$ cat config.mk
export PLATFORM = sky130hd
export DESIGN_NAME = fifo_ctrl_flat
export DESIGN_NICKNAME = d
export VERILOG_FILES = /design/src/rtl/fifo_ctrl_pkg.sv /design/src/rtl/fifo_ctrl_if.sv /design/src/rtl/fifo_ctrl.sv /design/src/flat_wrapper.sv
export SDC_FILE = /design/constraint.sdc
export NUM_CORES = 1
export LEC_CHECK = 0
export ABC_AREA = 0
export BUFFER_PORTS_ARGS = -buffer_cell sky130_fd_sc_hd__buf_2
export CAP_MARGIN = 20
export CORE_AREA = 3 3 40 42
export DETAILED_ROUTE_END_ITERATION = 6
export DIE_AREA = 0 0 43 45
export PLACE_DENSITY = 0.6
export SLEW_MARGIN = 20
export SYNTH_ARGS = -nofsm -noshare
export SYNTH_HDL_FRONTEND = slang
export SYNTH_SLANG_ARGS = --single-unit
$ cat constraint.sdc
create_clock -name clk -period 4.18 [get_ports clk]
set_clock_uncertainty 0.1 [all_clocks]
set_input_delay 0 -clock clk [delete_from_list [all_inputs] [get_ports clk]]
set_output_delay 0 -clock clk [all_outputs]
set_load 0.02 [all_outputs]
$ cat src/rtl/fifo_ctrl_pkg.sv
// Shared constants and types for the UART FIFO pointer/flag controller.
// The FIFO depth and almost-full defaults are used by the RX and TX FIFOs.
package fifo_ctrl_pkg;

  localparam int unsigned FifoW    = 3;
  localparam int unsigned AfMargin = 1;

  // Request encoding is {wr, rd}.
  typedef enum logic [1:0] {
    OpIdle = 2'b00,
    OpPop  = 2'b01,
    OpPush = 2'b10,
    OpBoth = 2'b11
  } fifo_op_e;

endpackage

$ cat src/rtl/fifo_ctrl_if.sv
// Handshake bundle between the FIFO wrapper (master) and fifo_ctrl (slave).
// Carries level/almost_full only when FIFO_LEVEL_EN is defined.
interface fifo_ctrl_if
  import fifo_ctrl_pkg::*;
#(
  parameter int unsigned W = FifoW
) ();

  logic         wr;
  logic         rd;
  logic         wr_en;
  logic [W-1:0] w_addr;
  logic [W-1:0] r_addr;
  logic         full;
  logic         empty;
`ifdef FIFO_LEVEL_EN
  logic [W:0]   level;
  logic         almost_full;

  modport master (
    output wr, rd,
    input  wr_en, w_addr, r_addr, full, empty, level, almost_full
  );

  modport slave (
    input  wr, rd,
    output wr_en, w_addr, r_addr, full, empty, level, almost_full
  );
`else
  modport master (
    output wr, rd,
    input  wr_en, w_addr, r_addr, full, empty
  );

  modport slave (
    input  wr, rd,
    output wr_en, w_addr, r_addr, full, empty
  );
`endif

endinterface

$ cat src/rtl/fifo_ctrl.sv
// Circular write/read pointer and full/empty flag controller for a 2**W entry FIFO.
// Define FIFO_LEVEL_EN to add the registered occupancy counter and almost_full flag.
module fifo_ctrl
  import fifo_ctrl_pkg::*;
#(
  parameter int unsigned W = FifoW
`ifdef FIFO_LEVEL_EN
  ,
  parameter int unsigned AF_MARGIN = AfMargin
`endif
) (
  input logic       clk,
  input logic       rst,
  fifo_ctrl_if.slave bus
);

  logic [W-1:0] w_ptr_q, w_ptr_d;
  logic [W-1:0] r_ptr_q, r_ptr_d;
  logic         full_q, full_d;
  logic         empty_q, empty_d;
  logic [W-1:0] w_inc, r_inc;
  fifo_op_e     op;

`ifdef FIFO_LEVEL_EN
  localparam logic [W:0] AfThresh = (W+1)'((1 << W) - AF_MARGIN);

  logic [W:0] level_q, level_d;
  logic       almost_full_q, almost_full_d;
`endif

  assign op    = fifo_op_e'({bus.wr, bus.rd});
  assign w_inc = w_ptr_q + 1'b1;
  assign r_inc = r_ptr_q + 1'b1;

  always_comb begin
    w_ptr_d = w_ptr_q;
    r_ptr_d = r_ptr_q;
    full_d  = full_q;
    empty_d = empty_q;
`ifdef FIFO_LEVEL_EN
    level_d = level_q;
`endif
    unique case (op)
      OpIdle: ;
      OpPop: begin
        if (!empty_q) begin
          r_ptr_d = r_inc;
          full_d  = 1'b0;
          empty_d = (r_inc == w_ptr_q);
`ifdef FIFO_LEVEL_EN
          level_d = level_q - 1'b1;
`endif
        end
      end
      OpPush: begin
        if (!full_q) begin
          w_ptr_d = w_inc;
          empty_d = 1'b0;
          full_d  = (w_inc == r_ptr_q);
`ifdef FIFO_LEVEL_EN
          level_d = level_q + 1'b1;
`endif
        end
      end
      OpBoth: begin
        // A pop on empty is never bypassed, so only the push is taken.
        w_ptr_d = w_inc;
        if (empty_q) begin
          empty_d = 1'b0;
`ifdef FIFO_LEVEL_EN
          level_d = level_q + 1'b1;
`endif
        end else begin
          r_ptr_d = r_inc;
        end
      end
      default: ;
    endcase
`ifdef FIFO_LEVEL_EN
    almost_full_d = (level_d >= AfThresh);
`endif
  end

  always_ff @(posedge clk) begin
    if (!rst) begin
      w_ptr_q <= '0;
      r_ptr_q <= '0;
      full_q  <= 1'b0;
      empty_q <= 1'b1;
`ifdef FIFO_LEVEL_EN
      level_q       <= '0;
      almost_full_q <= 1'b0;
`endif
    end else begin
      w_ptr_q <= w_ptr_d;
      r_ptr_q <= r_ptr_d;
      full_q  <= full_d;
      empty_q <= empty_d;
`ifdef FIFO_LEVEL_EN
      level_q       <= level_d;
      almost_full_q <= almost_full_d;
`endif
    end
  end

  // When full, a simultaneous pop frees the slot being written.
  assign bus.wr_en  = bus.wr & (~full_q | bus.rd);
  assign bus.w_addr = w_ptr_q;
  assign bus.r_addr = r_ptr_q;
  assign bus.full   = full_q;
  assign bus.empty  = empty_q;
`ifdef FIFO_LEVEL_EN
  assign bus.level       = level_q;
  assign bus.almost_full = almost_full_q;
`endif

endmodule

$ cat src/flat_wrapper.sv
// flat-port wrapper written by rule: the top's interface ports become plain ports
module fifo_ctrl_flat import fifo_ctrl_pkg::*;
#(
  parameter int unsigned W = FifoW

)
  (clk, rst, bus_wr, bus_rd, bus_wr_en, bus_w_addr, bus_r_addr, bus_full, bus_empty);
  fifo_ctrl_if #(.W(W)) bus_i ();
  input logic clk;
  input logic rst;
  input wire logic [$bits(bus_i.wr)-1:0] bus_wr;
  input wire logic [$bits(bus_i.rd)-1:0] bus_rd;
  output wire logic [$bits(bus_i.wr_en)-1:0] bus_wr_en;
  output wire logic [$bits(bus_i.w_addr)-1:0] bus_w_addr;
  output wire logic [$bits(bus_i.r_addr)-1:0] bus_r_addr;
  output wire logic [$bits(bus_i.full)-1:0] bus_full;
  output wire logic [$bits(bus_i.empty)-1:0] bus_empty;
  assign bus_i.wr = bus_wr;
  assign bus_i.rd = bus_rd;
  assign bus_wr_en = bus_i.wr_en;
  assign bus_w_addr = bus_i.w_addr;
  assign bus_r_addr = bus_i.r_addr;
  assign bus_full = bus_i.full;
  assign bus_empty = bus_i.empty;
  fifo_ctrl #(.W(W)) u_core (.clk(clk), .rst(rst), .bus(bus_i));
endmodule
Word level (Yosys, flattened, before mapping)
Index checks and enable logic that the tools add are counted.
{"block": "word_totals", "ram_bits": 0, "latch_bits": 0, "input_bits": 4, "out_inout_bits": 9, "elab_cells": 33, "romBits": 0, "ff_bits": 8, "n_memories": 0}
{"block": "op_classes", "n_eq_ne": 7, "n_mul": 0, "bitwise_logic": 4, "n_reduce_logical": 8, "mux": 8, "n_addsub": 2, "div": 0, "magnitude_cmp": 0, "shifts": 0}
{"op": "$reduce_and A2 Y1", "count": 4}
{"op": "$add A3 B1 Y3 const B", "count": 2}
{"op": "$eq A3 B3 Y1", "count": 2}
{"op": "$pmux W3 S2", "count": 1}
{"op": "$eq A2 B2 Y1 const B", "count": 2}
{"op": "$mux W1", "count": 4}
{"op": "$ne A2 B2 Y1 const B", "count": 2}
{"op": "$reduce_bool A2 Y1", "count": 2}
{"op": "$mux W3", "count": 1}
{"op": "$pmux W1 S3", "count": 1}
{"op": "$reduce_bool A3 Y1", "count": 1}
{"op": "$eq A2 B1 Y1 const B", "count": 1}
{"op": "$not A1 Y1", "count": 2}
{"op": "$pmux W1 S2", "count": 1}
{"op": "$reduce_or A2 Y1", "count": 1}
{"op": "$and A1 B1 Y1", "count": 1}
{"op": "$or A1 B1 Y1", "count": 1}

Logic depth before layout (Yosys ltp)
{"block": "logic_depth", "word_depth": 4, "ltp_mapped": 4}

Worst setup path after synthesis
Ideal clock, no wire load.
{"block": "synth_path", "path_kind": "reg-to-reg", "startpoint": "reg u_core.w_ptr_q[0] (netlist: u_core.bus.w_addr[0])", "endpoint": "reg u_core.w_ptr_q[2] (netlist: u_core.bus.w_addr[2])", "slack_ps": 2647, "setup_time_ps": 70, "arrival_ps": 1363, "path_buffers": 0, "period_less_slack_ps": 1533, "stages_incl_launch_ff": 5, "cell_sequence": "dfxtp_1 > ha_1 > inv_1 > or4_1 > a21oi_1"}
{"block": "synth_between", "elab_chain_len": 3}
{"item": "start, declared", "line": "fifo_ctrl.sv:17", "text": "logic [W-1:0] w_ptr_q, w_ptr_d;"}
{"item": "start signal, assigned", "line": "fifo_ctrl.sv:95", "text": "w_ptr_q <= w_ptr_d;"}
{"item": "$add A3 B1 Y3 *", "line": "fifo_ctrl.sv:32", "text": "assign w_inc = w_ptr_q + 1'b1;"}
{"item": "$mux W3", "line": "fifo_ctrl.sv:56", "text": "if (!full_q) begin"}
{"item": "$pmux W3 S2 *", "line": "fifo_ctrl.sv:43", "text": "unique case (op)"}
Mark *: on every way between the ends. The rest lies on a longest branch, timed or not. The select of a mux whose other input is x is not followed.
A chain may end at the register's enable or synchronous reset.

Final worst setup path
{"block": "layout_path", "startpoint": "reg u_core.w_ptr_q[0] (netlist: u_core.bus.w_addr[0])", "endpoint": "reg u_core.full_q (netlist: u_core.bus.full)"}
{"block": "layout_between", "elab_chain_len": 4}
{"item": "$add A3 B1 Y3", "line": "fifo_ctrl.sv:32"}
{"item": "named net u_core.w_inc[1]", "line": "fifo_ctrl.sv:21", "text": "logic [W-1:0] w_inc, r_inc;"}
{"item": "$eq A3 B3 Y1", "line": "fifo_ctrl.sv:59", "text": "full_d = (w_inc == r_ptr_q);"}
{"item": "$mux W1", "line": "fifo_ctrl.sv:56"}
{"item": "$pmux W1 S2", "line": "fifo_ctrl.sv:43"}
{"item": "end signal, assigned", "line": "fifo_ctrl.sv:97", "text": "full_q <= full_d;"}
{"item": "end, declared", "line": "fifo_ctrl.sv:19", "text": "logic full_q, full_d;"}
The timed path passes the listed nets, and every way through them passes these cells.

==> results.txt <==
For the number of fill cells, the log shows 131. Once the floorplan was initialized, standard cells occupied 32.52% of the core. The most heavily used metal layer in global routing was met2. The first TritonRoute pass finished after 2 iterations. The via density per instance is 4.864, and the cell-internal power is 131.9 µW.

Across all setup checks in the final design, the least slack found is 2.264 ns. The clock network power share is 32.1%. The routed design could run at a clock period as short as 1.916 ns.

CTS placed an instance of clkbuf_4 at the clock tree root. The leading cell type in the layout, fill and taps excluded is buf_2. The highest net fanout along the worst path came out at 5. The clock-pin transition on the worst setup and hold timing paths was 0.06 ns; the number of sinks on the clock net was 8. The mean routed wirelength per cell is 11.43 µm. The signal on the critical path passes through ha_1 > xnor2_1 > nand2_1 > o41ai_1 > dlygate4sd3_1.

The run gives 0.0002509 µW as the standby leakage power. The flow ran to the end, and the final reports show no timing, DRC or antenna violations. The run gives 0 as the count of inserted antenna diode cells. Critical setup path kind: reg2reg. For met2 alone, demand over resource in global routing was 15.27%. The tool flagged a number of max-cap violations equal to 0. The transition at the pin with the smallest max-transition slack was 0.2751 ns. Pin placement for this block handled 13 I/O pins. The number of setup violations in the final report is 0, and the maximum single-stage delay on the critical path is 0.58 ns. The detailed router finished its first iteration with 2 violations.

For the number of setup buffers added after CTS, the log shows 0. The logs give 394 for the total via count in the routed design and 0 for the quantity of gates resized following cts. Compared with the post-synthesis result, the final layout area differs by 36.23%. For this run, the total global-route usage over all layers was measured as 10.52%. Remaining antenna violation count: 0. TritonCTS built the clock tree.

The run gives 0 ns as the total negative setup slack. The tools report the global routing met3 resource utilization as 1.594%. Wire length of the first global-routing pass: 1.483 mm. Summed over all nets, the half-perimeter wirelength after detailed placement is 676.4 µm. Derived from the worst setup path, the maximum achievable clock frequency is 0.5220 GHz. After synthesis, the netlist uses 21 different library cells. Counting cells, the worst reg-to-reg path comes to 5. Number of H-tree levels: 1.

The worst-case IR drop observed on VDD is 124.2 µV. The worst setup timing slack at the placement stage is 2.715 ns. Row generation in the floorplan step produced 13 rows. For this design the total switching power over the nets is 50.79 µW.

The worst hold path depth works out to 2. The slowest stage of the critical path is the dlygate4sd3_1 cell. The mapped netlist covers 417.9 µm². The worst setup path is launched from a register. Power spread over the standard cell area amounts to 321.0 nW/µm². The Yosys step of the flow raised 0 warnings. Number of global-route vias before repair: 354. dfxtp_1 takes more of the synthesized area than any other cell. In the final layout, the share of cells above drive strength 1 is 28.79%. The worst hold path belongs to the class reg2reg. In the finished design, the share of the clock period the worst path needs comes to 45.83%.

Global routing finished with a remaining overflow of 0. The count of nets after finishing is 74, and the number of input and output port buffers inserted is 12. In the global route stage, met1 resource usage came out at 13.59%. The kind of end point of the critical path was a register. For the final-report hold violation count, the log shows 0. In this run the tightest slew margin relative to its limit is 81.53%. For the post-synthesis instance total, the log shows 46. Leaving out fill and tap cells, the most frequent cells in the layout are buf_2 (12), dfxtp_1 (8), xnor2_1 (6).

The die covers 1935 µm². The max-slew violation count was 0. Summed over its instances, the top area cell type makes up 38.32% of the synthesized netlist area. The logs give 0 for the number of design rule violations left after detail routing and 44.30% for the end-of-flow core utilization. The number of antenna violations at the first check in global routing was 0. The final layout contains routed wiring with a total length of 926 µm. Setup repair after global routing left no endpoint under its margin.

Net switching is 27.79% of the power. For the worst setup path, the data arrival time is 2.01 ns. The die extent in y came out at 45 µm. The net count after synthesis was 52. Dividing the synthesized area by the synthesized cell count gives 9.085 µm². In this run, post-CTS hold repair placed 5 buffers. At the end of routability-driven placement, the weighted congestion stood at 0.7276. Data on the critical path is required at its endpoint by 4.27 ns.

By area the synthesized netlist is led by dfxtp_1 (38%), xnor2_1 (13%), ha_1 (6.0%). In this run, flip-flops and latches consume 46.6% of the power. The floorplan step set the die width to 43 µm. The later-pin clock latency in the skew report was 0.25 ns.

The logs give 38.32% for the sequential area share after synthesis and 2 for the number of buffers on the longest clock path. The total area inside the core boundary comes to 1285 µm². Buffers inserted during clock tree synthesis total 3.

The largest net degree at the start of global routing came out at 10. Post-synthesis sequential element count: 8. Per report_power, the combinational group accounts for 21.3% of the total.
flip-flops by register name, indices dropped and copies added, names as in the netlist:
name	cells
u_core.bus.r_addr	3
u_core.bus.empty	1
u_core.bus.full	1
u_core.bus.w_addr	3
metal layers:
metal	up-vias	routed length [µm]
li1	201	-
met1	178	452
met2	11	406
met3	4	38
met4	0	28
met5	-	0
layout make-up:
class	instances	area, µm²	area share, %
multi-input combinational	35	246.5	43.30
tap	15	18.77	3.297
sequential	8	160.2	28.13
inverter	3	11.26	1.978
clock buffer	3	22.52	3.956
timing repair buffer	17	110.1	19.34
metrics by stage:
step | cells | instance area (µm²) | total power [µW] | hold WS, ns
2_1_floorplan | 46 | 417.9 | 110.5 | -0.01113
3_3_place_gp | 73 | 496.7 | 121.7 | 0.1359
3_5_place_dp | 73 | 496.7 | 121.9 | 0.1355
4_1_cts | 81 | 569.3 | 186.4 | 0.4075
5_1_grt | 81 | 569.3 | 194.6 | 0.4162
6_report | 81 | 569.3 | 182.7 | 0.4053
synthesized netlist by cell type (all sizes together):
master  n
a21oi   3
nand3b  2
nor2b   1
or4     1
xnor2   6
or3     1
xor2    2
mux2i   1
ha      2
dfxtp   8
a21o    1
o31ai   1
nor2    4
inv     3
o21ai   3
and2b   1
o41ai   1
o211ai  1
nand2   3
nand4   1
cell families after synthesis:
| group | synth area share (%) |
|---|---|
| buf+inv | 2.694 |
| compound gates | 14.97 |
| xor+xnor | 16.77 |
| mux | 2.395 |
| flops | 38.32 |
| simple gates | 18.86 |
| fa+ha+maj | 5.987 |
critical path, delay by kind of cell, from the launching register on:
family | cells | cell delay (ns)
xor+xnor | 1 | 0.14
buf+inv | 1 | 0.58
simple gates | 1 | 0.07
flops | 1 | 0.35
fa+ha+maj | 1 | 0.34
compound gates | 1 | 0.28
final timing paths:
kind / from / endpoint / slack, ns
worst max-delay path: u_core.bus.w_addr[0] / u_core.bus.full / 2.26
worst min-delay path: u_core.bus.w_addr[2] / u_core.bus.w_addr[2] / 0.41
worst max register to register: u_core.bus.w_addr[0] / u_core.bus.full / 2.26
worst min register to register: u_core.bus.w_addr[2] / u_core.bus.w_addr[2] / 0.41
power by group through the flow:
stage / sequential, µW / clock [µW] / combinational, µW
2_1_floorplan: 91.4 / 0 / 19.1
3_3_place_gp: 86.4 / 0 / 35.3
3_5_place_dp: 86.9 / 0 / 35.0
4_1_cts: 85.3 / 61.9 / 39.2
5_1_grt: 85.8 / 65.7 / 43.1
6_report: 85.2 / 58.6 / 38.9
Power figures use the tool's default switching activity.
